<file path="config.mk">
export PLATFORM = sky130hd
export DESIGN_NAME = sumres_display
export DESIGN_NICKNAME = d
export VERILOG_FILES = /design/src/rtl/sumres_display.sv
export SDC_FILE = /design/constraint.sdc
export NUM_CORES = 1
export LEC_CHECK = 0
export ABC_AREA = 1
export CAP_MARGIN = 0
export CORE_MARGIN = 2
export CORE_UTILIZATION = 60
export DETAILED_ROUTE_END_ITERATION = 10
export DONT_BUFFER_PORTS = 1
export PLACE_DENSITY = 0.76
export SLEW_MARGIN = 30
export SYNTH_ARGS = -nofsm -noshare
export SYNTH_HDL_FRONTEND = slang
export SYNTH_SLANG_ARGS = --single-unit
</file>
<file path="constraint.sdc">
create_clock -name clk -period 2.6 [get_ports clk]
set_input_delay 0.65 -clock clk [delete_from_list [all_inputs] [get_ports clk]]
set_output_delay 0.65 -clock clk [all_outputs]
set_load 0.02 [all_outputs]
</file>
<file path="src/rtl/sumres_display.sv">
// rtl/sumres_display.sv - signed ALU result to BCD, 3-digit multiplexed 7-segment display (option: LEADING_ZERO_BLANK_EN)
module sumres_display #(
    parameter int SCAN_DIV       = 50000,
    parameter bit SEG_ACTIVE_LOW = 1'b1
) (
    input  logic       clk,
    input  logic       rst_n,
    input  logic [3:0] So,
    input  logic       flag,
    input  logic       Sel,
    input  logic       load,
    output logic       busy,
    output logic [6:0] seg,
    output logic [2:0] an
);

    localparam int         PW      = (SCAN_DIV > 2) ? $clog2(SCAN_DIV) : 1;
    localparam logic [6:0] SEG_OFF = SEG_ACTIVE_LOW ? 7'h7F : 7'h00;
    localparam logic [2:0] AN_OFF  = SEG_ACTIVE_LOW ? 3'b111 : 3'b000;

    typedef enum logic {
        IDLE,
        CONV
    } state_t;

    state_t      state;
    state_t      state_next;

    logic [4:0]  mag_sh;
    logic [7:0]  bcd;
    logic [2:0]  bit_cnt;
    logic        neg_cap;

    logic [3:0]  units;
    logic [3:0]  tens;
    logic        neg;

    logic [PW-1:0] presc;
    logic [1:0]    digit_idx;

    logic [4:0]  mag_in;
    logic        neg_in;
    logic [7:0]  bcd_adj;
    logic [12:0] conv_next;
    logic        conv_last;
    logic [6:0]  digit_seg;
    logic [2:0]  digit_an;

    // Active-high decimal segment pattern {g,f,e,d,c,b,a}.
    function automatic logic [6:0] dec7(input logic [3:0] d);
        case (d)
            4'd0:    dec7 = 7'b0111111;
            4'd1:    dec7 = 7'b0000110;
            4'd2:    dec7 = 7'b1011011;
            4'd3:    dec7 = 7'b1001111;
            4'd4:    dec7 = 7'b1100110;
            4'd5:    dec7 = 7'b1101101;
            4'd6:    dec7 = 7'b1111101;
            4'd7:    dec7 = 7'b0000111;
            4'd8:    dec7 = 7'b1111111;
            4'd9:    dec7 = 7'b1101111;
            default: dec7 = 7'b0000000;
        endcase
    endfunction

    // Signed interpretation of the ALU outputs; a borrow means the result is So - 16.
    always_comb begin
        mag_in = {flag, So};
        neg_in = 1'b0;
        if (Sel) begin
            if (flag) begin
                mag_in = 5'd16 - {1'b0, So};
                neg_in = 1'b1;
            end else begin
                mag_in = {1'b0, So};
            end
        end
    end

    // Shift-add-3 step: correct each nibble, then shift the next magnitude bit in.
    always_comb begin
        bcd_adj = bcd;
        if (bcd[3:0] >= 4'd5) bcd_adj[3:0] = bcd[3:0] + 4'd3;
        if (bcd[7:4] >= 4'd5) bcd_adj[7:4] = bcd[7:4] + 4'd3;
        conv_next = {bcd_adj, mag_sh} << 1;
    end

    assign conv_last = (bit_cnt == 3'd4);
    assign busy      = (state == CONV);

    // FSM state register.
    always_ff @(posedge clk or negedge rst_n) begin
        if (!rst_n) state <= IDLE;
        else        state <= state_next;
    end

    // Next-state logic: a load only starts a conversion from IDLE.
    always_comb begin
        state_next = state;
        case (state)
            IDLE:    if (load) state_next = CONV;
            CONV:    if (conv_last) state_next = IDLE;
            default: state_next = IDLE;
        endcase
    end

    // Conversion datapath; display registers are updated together on the final shift.
    always_ff @(posedge clk or negedge rst_n) begin
        if (!rst_n) begin
            mag_sh  <= '0;
            bcd     <= '0;
            bit_cnt <= '0;
            neg_cap <= 1'b0;
            units   <= '0;
            tens    <= '0;
            neg     <= 1'b0;
        end else if (state == IDLE) begin
            if (load) begin
                mag_sh  <= mag_in;
                neg_cap <= neg_in;
                bcd     <= '0;
                bit_cnt <= '0;
            end
        end else begin
            {bcd, mag_sh} <= conv_next;
            bit_cnt       <= bit_cnt + 3'd1;
            if (conv_last) begin
                units <= conv_next[8:5];
                tens  <= conv_next[12:9];
                neg   <= neg_cap;
            end
        end
    end

    // Scan prescaler and digit index, free-running regardless of the FSM.
    always_ff @(posedge clk or negedge rst_n) begin
        if (!rst_n) begin
            presc     <= '0;
            digit_idx <= 2'd0;
        end else if (presc == PW'(SCAN_DIV - 1)) begin
            presc     <= '0;
            digit_idx <= (digit_idx == 2'd2) ? 2'd0 : digit_idx + 2'd1;
        end else begin
            presc <= presc + PW'(1);
        end
    end

    // Pattern and enable for the digit currently selected.
    always_comb begin
        digit_seg = 7'b0000000;
        digit_an  = 3'b000;
        case (digit_idx)
            2'd0: begin
                digit_seg = dec7(units);
                digit_an  = 3'b001;
            end
            2'd1: begin
`ifdef LEADING_ZERO_BLANK_EN
                digit_seg = (tens == 4'd0) ? 7'b0000000 : dec7(tens);
`else
                digit_seg = dec7(tens);
`endif
                digit_an  = 3'b010;
            end
            2'd2: begin
                digit_seg = neg ? 7'b1000000 : 7'b0000000;
                digit_an  = 3'b100;
            end
            default: begin
                digit_seg = 7'b0000000;
                digit_an  = 3'b000;
            end
        endcase
    end

    // Registered display outputs with board polarity applied.
    always_ff @(posedge clk or negedge rst_n) begin
        if (!rst_n) begin
            seg <= SEG_OFF;
            an  <= AN_OFF;
        end else begin
            seg <= SEG_ACTIVE_LOW ? ~digit_seg : digit_seg;
            an  <= SEG_ACTIVE_LOW ? ~digit_an : digit_an;
        end
    end

endmodule

</file>
## Yosys cells after proc, flatten, opt, wreduce, memory -nomap -nowiden

Memories as Yosys holds them, arrays and structs flattened.
Index checks and enable logic that the tools add are counted.

| word-level totals | value |
|---|---|
| memories | 2 |
| bits in latches | 0 |
| register bits after elaboration | 55 |
| bits in read-only memories | 224 |
| word-level logic and storage cells | 53 |
| output and inout bits | 11 |
| bits in writable memories | 0 |

Memory list:

| memory | depth | width | rd ports | clocked after Yosys merged registers in | write ports | line | RTL |
|---|---|---|---|---|---|---|---|
| (no name shown) | 16 | 7 | 1 | 0 | 0 | 51 | `case (d)` |
| (no name shown) | 16 | 7 | 1 | 0 | 0 | 51 |  |

| operators by class | value |
|---|---|
| equal/unequal tests | 4 |
| $add $sub $neg | 6 |
| bitwise logic cells | 3 |
| mux-type cells | 20 |
| reductions and logical operators | 4 |
| shifts and indexed selects | 0 |
| divide/modulo/power cells | 0 |
| multiply operators | 0 |
| $lt $le $gt $ge | 2 |

Operator list:

| kind | count |
|---|---|
| one-hot mux 7 bit (3 select lines) | 1 |
| two-way mux 5 bit | 4 |
| adder 16 x 1 -> 16 bit (second input constant) | 1 |
| equality test 16 bit (second input constant) | 1 |
| two-way mux 16 bit | 1 |
| two-way mux 8 bit | 2 |
| two-way mux 3 bit | 3 |
| one-hot mux 3 bit (3 select lines) | 1 |
| greater-or-equal comparator 4 x 3 -> 1 bit (second input constant) | 2 |
| two-way mux 7 bit | 1 |
| NOT 7 bit | 1 |
| subtractor 5 x 4 -> 5 bit (first input constant) | 1 |
| adder 4 x 2 -> 4 bit (second input constant) | 1 |
| two-way mux 1 bit | 4 |
| two-way mux 4 bit | 1 |
| AND reduction 2 bit | 2 |
| adder 3 x 1 -> 3 bit (second input constant) | 1 |
| adder 3 x 2 -> 3 bit (second input constant) | 1 |
| equality test 3 bit (second input constant) | 1 |
| NOT 3 bit | 1 |
| adder 2 x 1 -> 2 bit (second input constant) | 1 |
| equality test 2 x 1 -> 1 bit (second input constant) | 1 |
| equality test 2 bit (second input constant) | 1 |
| zero test 2 bit | 1 |
| 4 further kinds | 4 |

## Depth between registers and ports, before layout

Gate-level depths: netlist of the first run.

| logic depth | value |
|---|---|
| word-level depth | 5 |
| depth in mapped cells | 9 |

## Worst setup path before layout of the first run

Ideal clock, no wire load.

| timing path | value |
|---|---|
| kind | input port to flip-flop |
| from | input So[0] |
| to | register mag_sh[2] |
| slack | 1.282 ns |
| path buffers | 0 |
| stages on the path | 5 |
| arrival time | 1.188 ns |
| required time | 2.470 ns |
| cells stage by stage | inv_1 > ha_1 > nor2_1 > xnor2_1 > o21ai_0 |

| between the ends | value |
|---|---|
| longest elaborated chain between the ends | 5 |

Ends and longest elaborated chain:

| element | line | RTL |
|---|---|---|
| start, declared | 8 | `input logic [3:0] So,` |
| subtractor 5 x 4 -> 5 bit | 72 | `mag_in = 5'd16 - {1'b0, So};` |
| two-way mux 5 bit | 71 | `if (flag) begin` |
| two-way mux 5 bit | 70 | `if (Sel) begin` |
| two-way mux 5 bit | 118 | `if (load) begin` |
| two-way mux 5 bit | 117 | `end else if (state == IDLE) begin` |
| end signal, assigned | 119 | `mag_sh <= mag_in;` |
| end signal, assigned | 125 | `{bcd, mag_sh} <= conv_next;` |
| end, declared | 29 | `logic [4:0] mag_sh;` |

No other way between the ends. The select of a mux whose other input is x is not followed.
A chain may end at the register's enable or synchronous reset.

## Worst setup path in the final report of the first run

| timing path | value |
|---|---|
| from | register state (netlist: busy) |
| to | register units[1] |

| between the ends | value |
|---|---|
| longest elaborated chain between the ends | 1 |

Ends and longest elaborated chain:

| element | line | RTL |
|---|---|---|
| start, declared | 26 | `state_t state;` |
| start signal, assigned | 94 | `else state <= state_next;` |
| AND reduction 2 bit (no line) | n/a |  |
| end signal, assigned | 128 | `units <= conv_next[8:5];` |
| end, declared | 34 | `logic [3:0] units;` |

No other way between the ends.

==> results of run 1 <==
-- cells by family after synthesis --
group,after synthesis,synth area share
and+or+nand+nor,151,0.223
buffers and inverters,58,0.0757
DFF,55,0.480
AOI/OAI and AO/OA,54,0.104
adders and majority gates,18,0.0779
xor gates and xnor gates,13,0.0394
-- stage by stage --
stage | utilization | hold WS [ps] | instance area (µm²) | worst slack (ps) | std cells
floorplan | - | 354 | 2890 | 1280 | 349
global placement | 0.630 | 357 | 2960 | 928 | 401
detailed placement | 0.630 | 357 | 2960 | 831 | 401
CTS | 0.647 | 23.5 | 3040 | 811 | 409
global route | 0.647 | 11.5 | 3040 | 622 | 409
finish | 0.647 | 34.9 | 3040 | 808 | 409
-- report_power, final --
| group | internal [mW] | switching (mW) | leakage [nW] |
|---|---|---|---|
| sequential | 1.14 | 0.281 | 0.681 |
| combinational | 0.365 | 0.610 | 0.787 |
| clock | 0.190 | 0.255 | 0.0422 |
| total | 1.70 | 1.15 | 1.51 |
-- path summary, 6_finish.rpt --
kind | from | endpoint | slack, ps | cells after the start
worst min-delay path | rst_n | presc[10] | 30 | 0
min in group clk | digit_idx[1] | an[2] | 480 | 1
worst max-delay path | busy | units[1] | 810 | 4
worst max register to register | busy | units[1] | 810 | 4
worst min register to register | digit_idx[1] | an[2] | 480 | 1
max in group asynchronous | rst_n | an[0] | 2380 | 0
-- cell type report --
class,instances,area [µm²],area share
Sequential cell,55,1390,0.457
Multi-Input combinational cell,236,1280,0.423
Inverter,55,206,0.0680
Clock buffer,7,76.3,0.0251
Tap cell,54,67.6,0.0222
Timing Repair Buffer,1,7.51,0.00247
Clock inverter,1,5.00,0.00165
-- state kept, by name, indices dropped and copies added, names as in the netlist --
register / cells
presc: 16
bcd: 8
seg: 7
mag_sh: 5
tens: 4
units: 4
an: 3
bit_cnt: 3
digit_idx: 2
busy: 1
neg: 1
neg_cap: 1
-- synth_stat cells, types with 2 or more instances --
cell | number | area, µm²
nor2_4 | 2 | 22.5
nor2_1 | 43 | 161
a22oi_1 | 5 | 37.5
o21ai_1 | 5 | 25.0
dfstp_2 | 10 | 263
a21oi_1 | 5 | 25.0
ha_1 | 18 | 225
nor3_1 | 3 | 15.0
o21ai_0 | 30 | 150
nand2_2 | 6 | 37.5
xnor2_1 | 3 | 26.3
inv_2 | 3 | 11.3
clkbuf_1 | 2 | 7.51
nor2_2 | 5 | 31.3
xor2_1 | 10 | 87.6
inv_1 | 52 | 195
nand2_1 | 71 | 267
o22ai_1 | 4 | 25.0
o211ai_1 | 2 | 15.0
nand3_1 | 18 | 90.1
dfrtp_1 | 45 | 1130
-- metal layers --
metal,up-vias,track usage
met5,-,0
met4,0,0.0566
met3,5,0.0425
met2,35,0.333
met1,941,0.278
li1,1103,-
==> reports/metrics.cfg, run 1 <==
[status]
outcome=finished, final reports clean

[clocking]
cts_made_buffers=5
path_clk_slew_ps=90
postCtsHoldBufs=0
clockRootBuffer=clkbuf_8
cts_resized=0
post_cts_buffers=0
h-tree-depth=2
cts.sinks=55
cts_tree=yes
ctsLongestPathBuffers=2
clk_latency_ps=300

[layout]
syn_to_final_growth_pct=4.97
diodes=0
nets=381
layout_common_cells=nand2_1 (71), inv_1 (52), dfrtp_1 (45)
final_common_cell=nand2_1
nFillCells=416
final_layout_size_suffix_gt1_frac=0.0986

[routing]
num_vias=2084
dr.pass1.iters=4
drc_errors=0
wl_per_cell_um=11.7
wl_met1_um=2440
wl_um=4800
avgViaCountPerCell=5.10
ant_nets=0
drt_iter0_drc=111
wl_met3_um=149
topRoutingLayerUsed=met4
wl_met2_um=2150

[place]
gp_congestion=0.815
io_buffers=0
hpwl_um=3600

[floorplan]
start_util=0.617
placementRows=25
die_area_um2=5390
die_w_um=73.4
io_pins=20
core_area_um2=4690
fp.dieH_um=73.4

[timing]
hold_viol=0
slew_violations=0
fin_worst_skew_ps=6.56
tightest_slew_ps=627
slew_headroom=0.582
fin_crit_sh=0.689
period_minus_slack_ps=1790
fin_setup_tns_ps=0
fmax_mhz=558
setup_viol=0
rsz0062_at_grt=false

[synthesis]
synth_edf_count=0
seq_area_frac_synth=0.480
synthDistinctLibCells=28
synth_cells=349
synthFlopType=dfrtp_1
ys_warn_count=0
synth_seq_cells=55
synth.avg_cell_area_um2=8.29
synth_area_um2=2890
ys_async_sr_fraction=1.00
synth_nets=376

[global_route]
grt_pass1_wl_um=8560
grt_overflow=0
grt_start_max_net_pins=56
antenna_found_initial=0
grt_pass1_vias=2000
track_usage=0.204

[critical_path]
end_kind=flop
critPathTopFamily=flip-flops
timing.critical_path.mode_cell=nand3_1
crit_path_max_fanout=15
cp.buffers_inverters=1
worstSetupStartpointType=flop
crit_arrival_ps=2020
crit_required_ps=2830
critPathSlowestCell=dfrtp_1
slowest_delay_ps=750
worst-setup-path-type=flop to flop
path_cells=nand3_1, inv_1, nand3_1, o21ai_0

[power_and_ir_drop]
power_mw=2.84
peakVddDrop_uv=538
p_leak_nw=1.51
power.density_nw_per_um2=937

[run]
cap_violations=0

[worst_hold_path]
hp-class=input port to async pin

No activity file was read; power rests on OpenSTA's default activity.
==> run 2: changes to the inputs <==
Settings changed: CORE_UTILIZATION 60 to 57, PLACE_DENSITY 0.76 to 0.75.
Clock period 2.6 ns to 1.6 ns, I/O delays scaled along.
==> run 2 against run 1 <==
  * Critical path depth fell by 3
  * The run now ends with hold timing left
  * Die area rose by 5.0%
  * Final cell count rose by 3.9%
  * Largest cell class unchanged
  * Clock power rose by 60%
  * Combinational power rose by 70%
  * First-iteration DRC count rose by 2.7%
  * Routed wire length fell by 3.2%
  * Count of clock-buffer cells in the layout rose by 1
  * Worst setup slack got worse by 620 ps
  * Register-to-register slack got worse by 590 ps
==> reports/metrics.cfg, run 2 (synthesized netlist as in run 1, its figures left out) <==
[global_route]
grt_pass1_vias=1967  ; -1.7%
met3_usage=0.0428  ; +0.000314
antenna_found_initial=0  ; unchanged
use_met1=0.270  ; -0.00794
top_usage_layer=met2
grt_overflow=0  ; unchanged
grt.met2_usage=0.291  ; -0.0419
track_usage=0.191  ; -0.0131
grt_pass1_wl_um=8330  ; -2.7%
grt_start_max_net_pins=56  ; unchanged

[power_and_ir_drop]
p_leak_nw=1.52  ; +0.69%
power_mw=4.63  ; +63%
peakVddDrop_uv=904  ; +68%
power.density_nw_per_um2=1510  ; +61%

[routing]
dr.pass1.iters=4  ; unchanged
wl_per_cell_um=10.9  ; -6.9%
wl_um=4640  ; -3.2%
ant_nets=0  ; unchanged
avgViaCountPerCell=5.00  ; -2.0%
drt_iter0_drc=114  ; +2.7%
num_vias=2123  ; +1.9%
drc_errors=0  ; unchanged

[clocking]
path_clk_slew_ps=90  ; about the same
clockRootBuffer=clkbuf_8
cts_tree=yes
h-tree-depth=2  ; unchanged
post_cts_buffers=0  ; unchanged
cts.sinks=55  ; unchanged
clk_latency_ps=300  ; about the same
cts_made_buffers=5  ; unchanged
ctsLongestPathBuffers=2  ; unchanged
cts_resized=0  ; unchanged

[critical_path]
crit_required_ps=1200  ; -1630 ps
slowest_delay_ps=490  ; -260 ps
worstSetupStartpointType=flop
crit_arrival_ps=1010  ; -1010 ps
crit_path_max_fanout=8  ; -7
path_cells=buf_4
worst-setup-path-type=flop to output pin
critPathSlowestCell=dfrtp_1
critPathTopFamily=flip-flops
cp.buffers_inverters=1  ; unchanged
end_kind=output pin

[floorplan]
die_w_um=75.2  ; +2.5%
placementRows=25  ; unchanged
core_area_um2=4820  ; +2.7%
fp.dieH_um=75.2  ; +2.5%
die_area_um2=5660  ; +5.0%
start_util=0.601  ; -0.0160
io_pins=20  ; unchanged

[timing]
slew_headroom=0.756  ; +0.174
fin_setup_tns_ps=0  ; unchanged
slew_violations=0  ; unchanged
hold_slack_ps=-216  ; -250 ps
fmax_mhz=708
tightest_slew_ps=365  ; -262 ps
fin_crit_sh=0.883
fin_worst_skew_ps=6.92  ; +0.358 ps
period_minus_slack_ps=1410
hold_viol=55  ; +55
rsz0062_at_grt=false
setup_viol=0  ; unchanged

[status]
outcome=finished, violations left
violations=hold timing

[layout]
nets=384  ; +0.79%
largest_reg_flops=16  ; unchanged
final_common_cell=nand2_1
reg.largest.list=presc (16), bcd (8), seg (7)
diodes=0  ; unchanged
final_layout_size_suffix_gt1_frac=0.103  ; +0.00476
largest_register=presc
syn_to_final_growth_pct=6.27
layout_common_cells=nand2_1 (71), inv_1 (52), dfrtp_1 (45)

[worst_hold_path]
hp-class=input port to async pin

[run]
cap_violations=0  ; unchanged

[place]
hpwl_um=3570  ; -0.75%
gp_congestion=0.851  ; +4.4%
io_buffers=0  ; unchanged

-- run 2: area by class of cell --
type	instances	area, µm²
fillers	422	1740
clock buffers	8	80.1
inverters	55	206
repair buffers	4	30.0
multi-input cells	236	1280
flip-flops and latches	55	1390
well taps	67	83.8
-- run 2: per-stage QoR --
stage | instance area (µm²) | utilization | hold WS (ps) | instances | worst slack, ps
2_1_floorplan | 2890 | - | 104 | 349 | 367
3_3_place_gp | 2990 | 0.622 | 106 | 417 | 253
3_5_place_dp | 2990 | 0.622 | 106 | 417 | 233
4_1_cts | 3070 | 0.638 | -231 | 425 | 180
5_1_grt | 3070 | 0.638 | -234 | 425 | 30.4
6_report | 3070 | 0.638 | -216 | 425 | 188
-- run 2: routing by layer --
layer,part of all wire,vias up
met5,0,-
met2,0.45,27
li1,-,1119
met1,0.51,972
met4,0.013,0
met3,0.032,5
-- run 2: power by group --
group          switching, mW  internal (mW)  total (mW)  leakage, nW
logic                   1.02          0.638        1.66        0.800
clock network          0.399          0.312       0.711       0.0395
registers              0.404           1.86        2.26        0.681
total                   1.82           2.81        4.63         1.52
-- run 2: final timing paths --
kind,start,endpoint,depth (start not counted),slack (ps)
worst max-delay path,busy,busy,1,190
worst min-delay path,rst_n,bcd[0],0,-220
worst max register to register,bcd[0],units[2],9,220
worst min register to register,presc[0],presc[0],1,480
max in group asynchronous,rst_n,an[1],0,1630
min in group clk,flag,mag_sh[4],2,250
==> run 3: changes to the inputs <==
--- a/config.mk
+++ b/config.mk
@@ -12,5 +12,5 @@
 export DETAILED_ROUTE_END_ITERATION = 10
 export DONT_BUFFER_PORTS = 1
-export PLACE_DENSITY = 0.75
+export PLACE_DENSITY = 0.74
 export SLEW_MARGIN = 30
 export SYNTH_ARGS = -nofsm -noshare
==> constraint.sdc (replaced) <==
create_clock -name clk -period 1.6 [get_ports clk]
set_input_delay 0.48 -clock clk [delete_from_list [all_inputs] [get_ports clk]]
set_output_delay 0.48 -clock clk [all_outputs]
set_load 0.02 [all_outputs]
==> run 3 against run 2 <==
  * The run now ends clean
  * Power is 1.7% higher
  * Sequential power hardly changed
  * Count of clock-buffer cells in the layout is 2 lower
  * Clock power is 3% higher
==> reports/metrics.cfg, run 3 (synthesized netlist as in run 1, its figures left out) <==
[layout]
diodes=0  ; unchanged
syn_to_final_growth_pct=7.74
nets=386  ; +0.52%
layout_common_cells=nand2_1 (71), inv_1 (52), dfrtp_1 (45)
final_layout_size_suffix_gt1_frac=0.111  ; +0.00776
reg.largest.list=presc (16), bcd (8), seg (7)
largest_reg_flops=16  ; unchanged
final_common_cell=nand2_1
finish.utilization=0.647  ; +0.00883
largest_register=presc

[timing]
tightest_slew_ps=388  ; +22.9 ps
rsz0062_at_grt=false
fin_crit_sh=0.933  ; +0.0507
fin_worst_skew_ps=5.12  ; -1.79 ps
fin_setup_tns_ps=0  ; unchanged
period_minus_slack_ps=1490  ; +81.1 ps
slew_headroom=0.741  ; -0.0152
hold_viol=0  ; -100%
setup_viol=0  ; unchanged
fmax_mhz=670  ; -5.4%
slew_violations=0  ; unchanged

[routing]
ant_nets=0  ; unchanged
drt_iter0_drc=149  ; +31%
wl_per_cell_um=11.5  ; +5.0%
avgViaCountPerCell=5.07  ; +1.4%
dr.pass1.iters=4  ; unchanged
num_vias=2163  ; +1.9%
wl_um=4900  ; +5.5%
drc_errors=0  ; unchanged

[global_route]
grt_pass1_wl_um=8790  ; +5.5%
antenna_found_initial=0  ; unchanged
grt_overflow=0  ; unchanged
track_usage=0.202  ; +0.0110
grt_start_max_net_pins=46  ; -18%
grt_pass1_vias=2070  ; +5.2%

[clocking]
cts_made_buffers=5  ; unchanged
cts_tree=yes
h-tree-depth=2  ; unchanged
path_clk_slew_ps=90  ; about the same
ctsLongestPathBuffers=2  ; unchanged
cts.sinks=55  ; unchanged
postCtsHoldBufs=1
cts_resized=0  ; unchanged
clk_latency_ps=300  ; about the same
post_cts_buffers=0  ; unchanged
clockRootBuffer=clkbuf_8

[power_and_ir_drop]
combPwrFrac=0.364  ; +0.006
p_clk_frac=0.155  ; about the same
netSwitchingFraction=0.403  ; +0.00938
peakVddDrop_uv=915  ; +1.2%
p_sw_mw=1.90  ; +4.1%
p_leak_nw=1.54  ; +1.2%
seq_power_share=0.481  ; -0.008
p_int_mw=2.81  ; +0.14%
power.density_nw_per_um2=1510  ; +0.32%

[critical_path]
crit_arrival_ps=1010  ; about the same
cp.buffers_inverters=1  ; unchanged
crit_path_max_fanout=8  ; unchanged
end_kind=output pin
worstSetupStartpointType=flop
critPathSlowestCell=dfrtp_1
crit_required_ps=1120  ; -80 ps
path_cells=buf_4
worst-setup-path-type=flop to output pin
slowest_delay_ps=490  ; about the same
critPathTopFamily=flip-flops

[floorplan]
core_area_um2=4820  ; unchanged
placementRows=25  ; unchanged
die_area_um2=5660  ; unchanged
io_pins=20  ; unchanged
fp.dieH_um=75.2  ; unchanged
die_w_um=75.2  ; unchanged
start_util=0.601  ; unchanged

[worst_hold_path]
hp-class=input port to async pin

[status]
outcome=finished, final reports clean

[place]
hpwl_um=3690  ; +3.5%
io_buffers=0  ; unchanged
gp_congestion=0.869  ; +2.1%

[run]
cap_violations=0  ; unchanged

[run 3: final timing paths]
path / slack [ps] / cells past startpoint / endpoint / from
setup / recovery: 110 / 1 / busy / busy
hold / removal: 2 / 1 / units[1] / rst_n
setup reg to reg: 210 / 9 / bcd[1] / bcd[0]
hold reg to reg: 470 / 1 / an[2] / digit_idx[1]
max in group asynchronous: 750 / 1 / an[1] / rst_n
min in group clk: 330 / 2 / mag_sh[4] / flag
[run 3: area by class of cell]
| type | instances | area [µm²] |
|---|---|---|
| repair buffers | 6 | 67.6 |
| inverters | 55 | 206 |
| clock inverters | 2 | 12.5 |
| fillers | 434 | 1700 |
| clock buffers | 6 | 72.6 |
| well taps | 67 | 83.8 |
| flip-flops and latches | 55 | 1390 |
| multi-input cells | 236 | 1280 |
[run 3: per-stage QoR]
| step | cell area (µm²) | power, mW | setup slack, ps | std cells | hold WS (ps) |
|---|---|---|---|---|---|
| 2_1_floorplan | 2890 | 3.53 | 367 | 349 | 184 |
| 3_3_place_gp | 2990 | 3.90 | 259 | 417 | 186 |
| 3_5_place_dp | 2990 | 3.98 | 219 | 417 | 186 |
| 4_1_cts | 3110 | 4.75 | 95.8 | 426 | 1.84 |
| 5_1_grt | 3120 | 5.18 | 14.8 | 427 | 3.76 |
| 6_report | 3120 | 4.71 | 107 | 427 | 2.41 |
[run 3: layer usage]
metal  global-route usage  vias to the layer above  routed length, µm
met3               0.0415                        6                187
met2                0.327                       39               2190
met4               0.0624                        0                 58
met1                0.277                     1002               2460
met5                    0                        -                  0
li1                     -                     1116                  -
[run 3: power by group through the flow]
stage,combinational (mW),clock (mW),sequential [mW]
2_1_floorplan,1.30,0,2.23
3_3_place_gp,1.63,0,2.28
3_5_place_dp,1.68,0,2.30
4_1_cts,1.72,0.760,2.27
5_1_grt,2.01,0.835,2.33
6_report,1.71,0.730,2.27
